## src/rtl/hid_mon_pkg.sv

```systemverilog
// Shared encodings for the HID activity monitor: link states, device types,
// LED display modes and the thermometer helper used by the bar display.
package hid_mon_pkg;

  typedef enum logic [1:0] {
    LINK_IDLE   = 2'd0,
    LINK_ACTIVE = 2'd1,
    LINK_ERROR  = 2'd2
  } link_e;

  typedef enum logic [1:0] {
    TYP_NONE  = 2'd0,
    TYP_KBD   = 2'd1,
    TYP_MOUSE = 2'd2,
    TYP_GAME  = 2'd3
  } typ_e;

  typedef enum logic [1:0] {
    LED_STATUS = 2'd0,
    LED_TOTAL  = 2'd1,
    LED_RATE   = 2'd2,
    LED_BAR    = 2'd3
  } led_mode_e;

  // Lights bits [n-1:0]; n above 8 is treated as 8.
  function automatic logic [7:0] therm8(input logic [3:0] n);
    logic [7:0] t;
    t = 8'h00;
    for (int i = 0; i < 8; i++) begin
      t[i] = (4'(i) < n);
    end
    return t;
  endfunction

endpackage

```

## src/rtl/hid_activity_monitor_if.sv

```systemverilog
// Bundle between usb_hid_host-side logic and the activity monitor.
// master drives the host-side inputs, slave is the monitor itself.
interface hid_activity_monitor_if #(
  parameter int CNT_W = 16
);
  logic             report;
  logic [1:0]       typ;
  logic             conerr;
  logic             clr;
  logic [1:0]       led_mode;
  logic [CNT_W-1:0] rep_total;
  logic [CNT_W-1:0] rep_kbd;
  logic [CNT_W-1:0] rep_mouse;
  logic [CNT_W-1:0] rep_game;
  logic [CNT_W-1:0] rate;
  logic             rate_vld;
  logic             act;
  logic [1:0]       link;
  logic             dev_new;
  logic [7:0]       led;

  modport master (
    output report, typ, conerr, clr, led_mode,
    input  rep_total, rep_kbd, rep_mouse, rep_game, rate, rate_vld,
           act, link, dev_new, led
  );

  modport slave (
    input  report, typ, conerr, clr, led_mode,
    output rep_total, rep_kbd, rep_mouse, rep_game, rate, rate_vld,
           act, link, dev_new, led
  );
endinterface

```

## src/rtl/hid_activity_monitor_sat_counter.sv

```systemverilog
// Saturating up-counter with clear priority; restart reloads with 0 or 1
// so an increment on the restart cycle lands in the new count.
module sat_counter #(
  parameter int W = 16
) (
  input  logic         clk,
  input  logic         rst,
  input  logic         inc,
  input  logic         clr,
  input  logic         restart,
  output logic [W-1:0] q
);
  localparam logic [W-1:0] CNT_MAX  = {W{1'b1}};
  localparam logic [W-1:0] CNT_ZERO = {W{1'b0}};
  localparam logic [W-1:0] CNT_ONE  = W'(1);

  // Count register: clear beats restart beats increment; holds at max.
  always_ff @(posedge clk or posedge rst) begin
    if (rst) begin
      q <= CNT_ZERO;
    end else if (clr) begin
      q <= CNT_ZERO;
    end else if (restart) begin
      q <= inc ? CNT_ONE : CNT_ZERO;
    end else if (inc && (q != CNT_MAX)) begin
      q <= q + CNT_ONE;
    end else begin
      q <= q;
    end
  end
endmodule

```

## src/rtl/hid_activity_monitor.sv

```systemverilog
// Report counters, windowed rate, activity stretcher, link FSM and LED
// display for a USB HID host, all on the 12 MHz USB clock.
module hid_activity_monitor
  import hid_mon_pkg::*;
#(
  parameter int CNT_W       = 16,
  parameter int STRETCH_CYC = 120000,
  parameter int WINDOW_CYC  = 12000000,
  parameter int BLINK_W     = 22,
  parameter int BAR_SHIFT   = 3
) (
  input logic                   usbclk,
  input logic                   usbrst,
  hid_activity_monitor_if.slave mon
);
  localparam int WIN_W = (WINDOW_CYC > 1) ? $clog2(WINDOW_CYC) : 1;
  localparam int ST_W  = $clog2(STRETCH_CYC + 1);
  localparam logic [WIN_W-1:0]   WIN_LAST   = WIN_W'(WINDOW_CYC - 1);
  localparam logic [WIN_W-1:0]   WIN_ONE    = WIN_W'(1);
  localparam logic [ST_W-1:0]    ST_LOAD    = ST_W'(STRETCH_CYC);
  localparam logic [ST_W-1:0]    ST_ONE     = ST_W'(1);
  localparam logic [ST_W-1:0]    ST_ZERO    = {ST_W{1'b0}};
  localparam logic [BLINK_W-1:0] BLINK_ONE  = BLINK_W'(1);
  localparam logic [CNT_W-1:0]   CNT_ZERO   = {CNT_W{1'b0}};
  localparam logic [CNT_W-1:0]   BYTE_MAX   = CNT_W'(255);
  localparam logic [CNT_W-1:0]   BAR_FULL   = CNT_W'(8);

  typ_e               typ_s;
  led_mode_e          mode_s;
  logic               inc_kbd_s, inc_mouse_s, inc_game_s;
  logic [CNT_W-1:0]   win_cnt_s;
  logic [WIN_W-1:0]   win_r;
  logic               win_tc_s;
  logic [CNT_W-1:0]   rate_r;
  logic               rate_vld_r;
  logic [ST_W-1:0]    st_r;
  logic               act_r;
  logic [BLINK_W-1:0] blink_r;
  link_e              link_r, link_nxt_s;
  logic               dev_new_s, dev_new_r;
  logic [CNT_W-1:0]   rate_sh_s;
  logic [3:0]         bar_n_s;
  logic               blink_on_s;
  logic [7:0]         led_nxt_s, led_r;

  assign typ_s       = typ_e'(mon.typ);
  assign mode_s      = led_mode_e'(mon.led_mode);
  assign inc_kbd_s   = mon.report && (typ_s == TYP_KBD);
  assign inc_mouse_s = mon.report && (typ_s == TYP_MOUSE);
  assign inc_game_s  = mon.report && (typ_s == TYP_GAME);
  assign win_tc_s    = (win_r == WIN_LAST);

  sat_counter #(.W(CNT_W)) u_cnt_total (.clk(usbclk), .rst(usbrst), .inc(mon.report),
    .clr(mon.clr), .restart(1'b0), .q(mon.rep_total));
  sat_counter #(.W(CNT_W)) u_cnt_kbd   (.clk(usbclk), .rst(usbrst), .inc(inc_kbd_s),
    .clr(mon.clr), .restart(1'b0), .q(mon.rep_kbd));
  sat_counter #(.W(CNT_W)) u_cnt_mouse (.clk(usbclk), .rst(usbrst), .inc(inc_mouse_s),
    .clr(mon.clr), .restart(1'b0), .q(mon.rep_mouse));
  sat_counter #(.W(CNT_W)) u_cnt_game  (.clk(usbclk), .rst(usbrst), .inc(inc_game_s),
    .clr(mon.clr), .restart(1'b0), .q(mon.rep_game));
  // A report on the terminal cycle opens the new window at 1.
  sat_counter #(.W(CNT_W)) u_cnt_win   (.clk(usbclk), .rst(usbrst), .inc(mon.report),
    .clr(mon.clr), .restart(win_tc_s), .q(win_cnt_s));

  // Free-running window phase; clr does not disturb it.
  always_ff @(posedge usbclk or posedge usbrst) begin
    if (usbrst) begin
      win_r <= {WIN_W{1'b0}};
    end else if (win_tc_s) begin
      win_r <= {WIN_W{1'b0}};
    end else begin
      win_r <= win_r + WIN_ONE;
    end
  end

  // Rate latch at window end.
  always_ff @(posedge usbclk or posedge usbrst) begin
    if (usbrst) begin
      rate_r     <= CNT_ZERO;
      rate_vld_r <= 1'b0;
    end else begin
      rate_vld_r <= win_tc_s;
      if (mon.clr) begin
        rate_r <= CNT_ZERO;
      end else if (win_tc_s) begin
        rate_r <= win_cnt_s;
      end else begin
        rate_r <= rate_r;
      end
    end
  end

  // Retriggerable stretcher: act stays high for STRETCH_CYC cycles after the last report.
  always_ff @(posedge usbclk or posedge usbrst) begin
    if (usbrst) begin
      st_r  <= ST_ZERO;
      act_r <= 1'b0;
    end else begin
      act_r <= mon.report || (st_r > ST_ONE);
      if (mon.report) begin
        st_r <= ST_LOAD;
      end else if (st_r != ST_ZERO) begin
        st_r <= st_r - ST_ONE;
      end else begin
        st_r <= st_r;
      end
    end
  end

  // Blink divider, free-running.
  always_ff @(posedge usbclk or posedge usbrst) begin
    if (usbrst) begin
      blink_r <= {BLINK_W{1'b0}};
    end else begin
      blink_r <= blink_r + BLINK_ONE;
    end
  end

  // Link next-state; conerr overrides everything.
  always_comb begin
    link_nxt_s = link_r;
    dev_new_s  = 1'b0;
    case (link_r)
      LINK_IDLE: begin
        if (mon.conerr) begin
          link_nxt_s = LINK_ERROR;
        end else if (typ_s != TYP_NONE) begin
          link_nxt_s = LINK_ACTIVE;
          dev_new_s  = 1'b1;
        end else begin
          link_nxt_s = LINK_IDLE;
        end
      end
      LINK_ACTIVE: begin
        if (mon.conerr) begin
          link_nxt_s = LINK_ERROR;
        end else if (typ_s == TYP_NONE) begin
          link_nxt_s = LINK_IDLE;
        end else begin
          link_nxt_s = LINK_ACTIVE;
        end
      end
      LINK_ERROR: begin
        if (mon.conerr) begin
          link_nxt_s = LINK_ERROR;
        end else if (typ_s != TYP_NONE) begin
          link_nxt_s = LINK_ACTIVE;
        end else begin
          link_nxt_s = LINK_IDLE;
        end
      end
      default: begin
        link_nxt_s = LINK_IDLE;
      end
    endcase
  end

  // Link state and dev_new registers.
  always_ff @(posedge usbclk or posedge usbrst) begin
    if (usbrst) begin
      link_r    <= LINK_IDLE;
      dev_new_r <= 1'b0;
    end else begin
      link_r    <= link_nxt_s;
      dev_new_r <= dev_new_s;
    end
  end

  assign rate_sh_s  = rate_r >> BAR_SHIFT;
  assign bar_n_s    = (rate_sh_s > BAR_FULL) ? 4'd8 : rate_sh_s[3:0];
  assign blink_on_s = (link_r == LINK_ERROR) && blink_r[BLINK_W-1];

  // LED source select.
  always_comb begin
    led_nxt_s = 8'h00;
    case (mode_s)
      LED_STATUS: led_nxt_s = {1'b0, mon.rep_total[6], 2'b00, blink_on_s, act_r, mon.typ};
      LED_TOTAL:  led_nxt_s = mon.rep_total[7:0];
      LED_RATE:   led_nxt_s = (rate_r > BYTE_MAX) ? 8'hFF : rate_r[7:0];
      LED_BAR:    led_nxt_s = therm8(bar_n_s);
      default:    led_nxt_s = 8'h00;
    endcase
  end

  // LED register.
  always_ff @(posedge usbclk or posedge usbrst) begin
    if (usbrst) begin
      led_r <= 8'h00;
    end else begin
      led_r <= led_nxt_s;
    end
  end

  assign mon.rate     = rate_r;
  assign mon.rate_vld = rate_vld_r;
  assign mon.act      = act_r;
  assign mon.link     = link_r;
  assign mon.dev_new  = dev_new_r;
  assign mon.led      = led_r;
endmodule

```

## src/flat_wrapper.sv

```systemverilog
// flat-port wrapper written by rule: the top's interface ports become plain ports
module hid_activity_monitor_flat import hid_mon_pkg::*;
#(
  parameter int CNT_W       = 16,
  parameter int STRETCH_CYC = 120000,
  parameter int WINDOW_CYC  = 12000000,
  parameter int BLINK_W     = 22,
  parameter int BAR_SHIFT   = 3
)
  (usbclk, usbrst, mon_report, mon_typ, mon_conerr, mon_clr, mon_led_mode, mon_rep_total, mon_rep_kbd, mon_rep_mouse, mon_rep_game, mon_rate, mon_rate_vld, mon_act, mon_link, mon_dev_new, mon_led);
  hid_activity_monitor_if #(.CNT_W(CNT_W)) mon_i ();
  input logic usbclk;
  input logic usbrst;
  input wire logic [$bits(mon_i.report)-1:0] mon_report;
  input wire logic [$bits(mon_i.typ)-1:0] mon_typ;
  input wire logic [$bits(mon_i.conerr)-1:0] mon_conerr;
  input wire logic [$bits(mon_i.clr)-1:0] mon_clr;
  input wire logic [$bits(mon_i.led_mode)-1:0] mon_led_mode;
  output wire logic [$bits(mon_i.rep_total)-1:0] mon_rep_total;
  output wire logic [$bits(mon_i.rep_kbd)-1:0] mon_rep_kbd;
  output wire logic [$bits(mon_i.rep_mouse)-1:0] mon_rep_mouse;
  output wire logic [$bits(mon_i.rep_game)-1:0] mon_rep_game;
  output wire logic [$bits(mon_i.rate)-1:0] mon_rate;
  output wire logic [$bits(mon_i.rate_vld)-1:0] mon_rate_vld;
  output wire logic [$bits(mon_i.act)-1:0] mon_act;
  output wire logic [$bits(mon_i.link)-1:0] mon_link;
  output wire logic [$bits(mon_i.dev_new)-1:0] mon_dev_new;
  output wire logic [$bits(mon_i.led)-1:0] mon_led;
  assign mon_i.report = mon_report;
  assign mon_i.typ = mon_typ;
  assign mon_i.conerr = mon_conerr;
  assign mon_i.clr = mon_clr;
  assign mon_i.led_mode = mon_led_mode;
  assign mon_rep_total = mon_i.rep_total;
  assign mon_rep_kbd = mon_i.rep_kbd;
  assign mon_rep_mouse = mon_i.rep_mouse;
  assign mon_rep_game = mon_i.rep_game;
  assign mon_rate = mon_i.rate;
  assign mon_rate_vld = mon_i.rate_vld;
  assign mon_act = mon_i.act;
  assign mon_link = mon_i.link;
  assign mon_dev_new = mon_i.dev_new;
  assign mon_led = mon_i.led;
  hid_activity_monitor #(.CNT_W(CNT_W), .STRETCH_CYC(STRETCH_CYC), .WINDOW_CYC(WINDOW_CYC), .BLINK_W(BLINK_W), .BAR_SHIFT(BAR_SHIFT)) u_core (.usbclk(usbclk), .usbrst(usbrst), .mon(mon_i));
endmodule
```

## config.mk

```make
export PLATFORM = sky130hd
export DESIGN_NAME = hid_activity_monitor_flat
export DESIGN_NICKNAME = d
export VERILOG_FILES = /design/src/rtl/hid_mon_pkg.sv /design/src/rtl/hid_activity_monitor_if.sv /design/src/rtl/hid_activity_monitor_sat_counter.sv /design/src/rtl/hid_activity_monitor.sv /design/src/flat_wrapper.sv
export SDC_FILE = /design/constraint.sdc
export NUM_CORES = 1
export LEC_CHECK = 0
export CORE_ASPECT_RATIO = 0.5
export CORE_UTILIZATION = 40
export CTS_CLUSTER_SIZE = 8
export DETAILED_ROUTE_END_ITERATION = 6
export GPL_TIMING_DRIVEN = 1
export PLACE_DENSITY = 0.68
export REMOVE_ABC_BUFFERS = 1
export SLEW_MARGIN = 20
export SYNTH_ARGS = -nofsm -noshare
export SYNTH_HDL_FRONTEND = slang
export SYNTH_SLANG_ARGS = --single-unit
```

## constraint.sdc

```tcl
create_clock -name usbclk -period 14.4 [get_ports usbclk]
set_input_delay 4.32 -clock usbclk [delete_from_list [all_inputs] [get_ports usbclk]]
set_output_delay 4.32 -clock usbclk [all_outputs]
set_load 0.01 [all_outputs]
```

==> results.sh <==
export IMPL_num_vias=7840
export IMPL_ys_ff_latch=172
export IMPL_grt_pass1_wl_um=36500
export IMPL_skew_ps=6.88
export IMPL_cts_tree="built"
export IMPL_postCtsSetupBuffers=0
export IMPL_overflow=0
export IMPL_syn_inst=973
export IMPL_initial_core_util_pct=41.3
export IMPL_cp_end_kind="flop"
export IMPL_ys_seq_area_share_pct=47.4
export IMPL_io_pins=102
export IMPL_cp_max_fo=39
export IMPL_ys_types=57
export IMPL_finalCritPeriodShare_pct=43.1
export IMPL_crit_type="in2reg"
export IMPL_fin_util_pct=50.0
export IMPL_place_area_um2=10300
export IMPL_async_flop_share_pct=100
export IMPL_ctsHoldBuffers=0
export IMPL_worst_hold_path_num_cells=1
export IMPL_drtPass1Iterations=5
export IMPL_antenna_found_initial=0
export IMPL_intPower_uw=814
export IMPL_area_delta_synth_final_pct=21.0
export IMPL_worst_endpoint_required_ps=14750
export IMPL_critPathLaunch="mon_report"
export IMPL_dieWidth_um=215
export IMPL_grt_pass1_vias=7623
export IMPL_grt_usage_pct=19.1
export IMPL_reg2reg_slack_ps=11890
export IMPL_avgSynthCellArea_um2=9.33
export IMPL_core_area_um2=22000
export IMPL_synth_edf_count=0
export IMPL_drv_cap=0
export IMPL_max_stage_delay_ps=590
export IMPL_routed_wl_um=21600
export IMPL_tightest_slew_ps=964
export IMPL_reg2reg_from="u_core.win_r[2]$_DFF_PP0_"
export IMPL_yosysWarnings=0
export IMPL_dominantRegCellSynth="dfrtp_1"
export IMPL_clkPwrFrac_pct=47.1
export IMPL_r2r_end="u_core.win_r[12]$_DFF_PP0_"
export IMPL_layout_commonest_cell="dfrtp_1"
export IMPL_netSwitchingPower_uw=226
export IMPL_antenna_cells=0
export IMPL_p_total_mw=1.04
export IMPL_syn_cell_area_um2=9080
export IMPL_period_needed_ps=6210
export IMPL_htree_num_levels=4
export IMPL_power_frac_comb_pct=5.2
export IMPL_crit_path_start_kind="primary input"
export IMPL_max_freq_ghz=0.161
export IMPL_cts_clk_slew_worst_paths_ps=60
export IMPL_die_area_um2=23300
export IMPL_nets=1070
export IMPL_postRouteAntennaNets=0
export IMPL_final_layout_size_suffix_gt1_share_pct=6.85
export IMPL_finalSetupTns_ps=0
export IMPL_crit_path_top_delay_cell="or4b_2"
export IMPL_cts_sinks=172
export IMPL_status="completed"
export IMPL_min_from="u_core.blink_r[18]$_DFF_PP0_"
export IMPL_port_buffers=101
export IMPL_worstSkewPairLatency_ps=430
export IMPL_grt_max_degree=99
export IMPL_initialDrtViolationCount=470
export IMPL_routedWlPerCell_um=15.9
export IMPL_final_cell_mix="dfrtp_1, clkdlybuf4s50_1, a21oi_1, nor2_1, nand3_1"
export IMPL_grt_setup_unrepaired="false"
export IMPL_p_seq_share_pct=47.7
export IMPL_peakVddDrop_mv=0.0817
export IMPL_ff2ff_path_depth=4
export IMPL_p_leak_nw=4.20
export IMPL_root_buffer="clkbuf_16"
export IMPL_post_cts_resized=0
export IMPL_hold_viol_final=0
export IMPL_final_cell_count_no_fill=1365
export IMPL_dp_hpwl_um=14500
export IMPL_design_area_um2=11000
export IMPL_drc=0
export IMPL_chipHeight_um=109
export IMPL_timing_max_slew_rel_slack_pct=35.1
export IMPL_path_cells="clkdlybuf4s50_1 > buf_4 > and3b_1 > and4_1 > or4b_2 > a21oi_1"
export IMPL_whs_endpoint="u_core.blink_r[18]$_DFF_PP0_"
export IMPL_maxSlewViolCount=0
export IMPL_worstHoldPathType="reg2reg"
export IMPL_dp_cells=1333
export IMPL_power_density_nw_per_um2=94.8
export IMPL_swShare_pct=21.8
export IMPL_cts_made_buffers=17
export IMPL_rows=38
export IMPL_via_per_inst=5.74
export IMPL_clockBufferDepth=2
export IMPL_setup_violations=0
export IMPL_cp_arrival_ps=6560
export IMPL_gp_congestion=0.833
-- layout make-up --
cell class	count	area (µm²)
clock buffer	26	489
clock inverter	6	133
inverter	29	114
tap	300	375
multi-input combinational	723	4500
timing repair buffer	109	1070
fill	2053	11000
sequential	172	4300
-- Yosys cell counts (17+ instances only) --
cell      number  area [µm²]
dfrtp_1      172        4300
a21oi_1       88         440
nor2_1        67         251
nand3_1       63         315
o21ai_0       54         270
nand2_1       51         191
clkbuf_1      44         165
nand4_1       37         231
o31ai_1       35         263
or4_1         35         263
inv_1         29         109
nor3_1        27         135
xnor2_1       27         236
or3_1         26         163
nor2b_1       22         138
and4_1        17         149
-- layer usage --
| metal | wire length [µm] | global-route usage [%] | part of all wire, % | vias up |
|---|---|---|---|---|
| met4 | 434 | 7.85 | 2.0 | 0 |
| li1 | - | - | - | 3783 |
| met2 | 11000 | 34.2 | 51 | 130 |
| met1 | 9550 | 23.2 | 44 | 3894 |
| met5 | 0 | 0 | 0 | - |
| met3 | 622 | 3.04 | 2.9 | 33 |
-- flip-flops by register name, summed over array words and instances, names as in the netlist, 16 cells and up --
signal                count
u_core.win_r             24
u_core.blink_r           22
u_core.st_r              17
u_core.mon.rate          16
u_core.u_cnt_game.q      16
u_core.u_cnt_kbd.q       16
u_core.u_cnt_mouse.q     16
u_core.u_cnt_total.q     16
u_core.u_cnt_win.q       16
-- stage by stage --
step                      setup WS (ps)  hold WS (ps)
after floorplan                    5420           437
after global placement             7800           451
after detailed placement           7770           455
after CTS                          8210           466
after global routing               8040           503
final                              8190           471
-- logic make-up after synthesis --
group | after synthesis | synth area share (%)
simple gates | 427 | 26.8
compound gates | 225 | 14.7
flops | 172 | 47.4
buf+inv | 78 | 3.27
xor+xnor | 35 | 3.38
mux | 27 | 3.20
fa+ha+maj | 9 | 1.24
-- worst max-delay path: cells and delay by family --
| kind | cells | cell delay [ps] |
|---|---|---|
| AOI/OAI and AO/OA | 1 | 160 |
| buffers and inverters | 2 | 810 |
| and+or+nand+nor | 3 | 1250 |
-- worst max-delay path by stage --
stage                                    endpoint  slack [ps]
6_report       u_core.u_cnt_kbd.q[11]$_DFFE_PP0P_        8190
5_1_grt        u_core.u_cnt_kbd.q[11]$_DFFE_PP0P_        8040
4_1_cts        u_core.u_cnt_kbd.q[11]$_DFFE_PP0P_        8210
3_5_place_dp   u_core.u_cnt_kbd.q[11]$_DFFE_PP0P_        7770
3_3_place_gp   u_core.u_cnt_kbd.q[11]$_DFFE_PP0P_        7800
2_1_floorplan         u_core.blink_r[0]$_DFF_PP0_        5420
-- power groups by stage --
stage	Sequential, mW	Combinational (mW)	Clock (mW)
2_1_floorplan	0.505	0.0289	0
3_3_place_gp	0.505	0.0536	0
3_5_place_dp	0.505	0.0549	0
4_1_cts	0.496	0.0556	0.499
5_1_grt	0.497	0.0616	0.518
6_report	0.496	0.0542	0.490
Note: power is estimated with default switching activity, not from simulation.
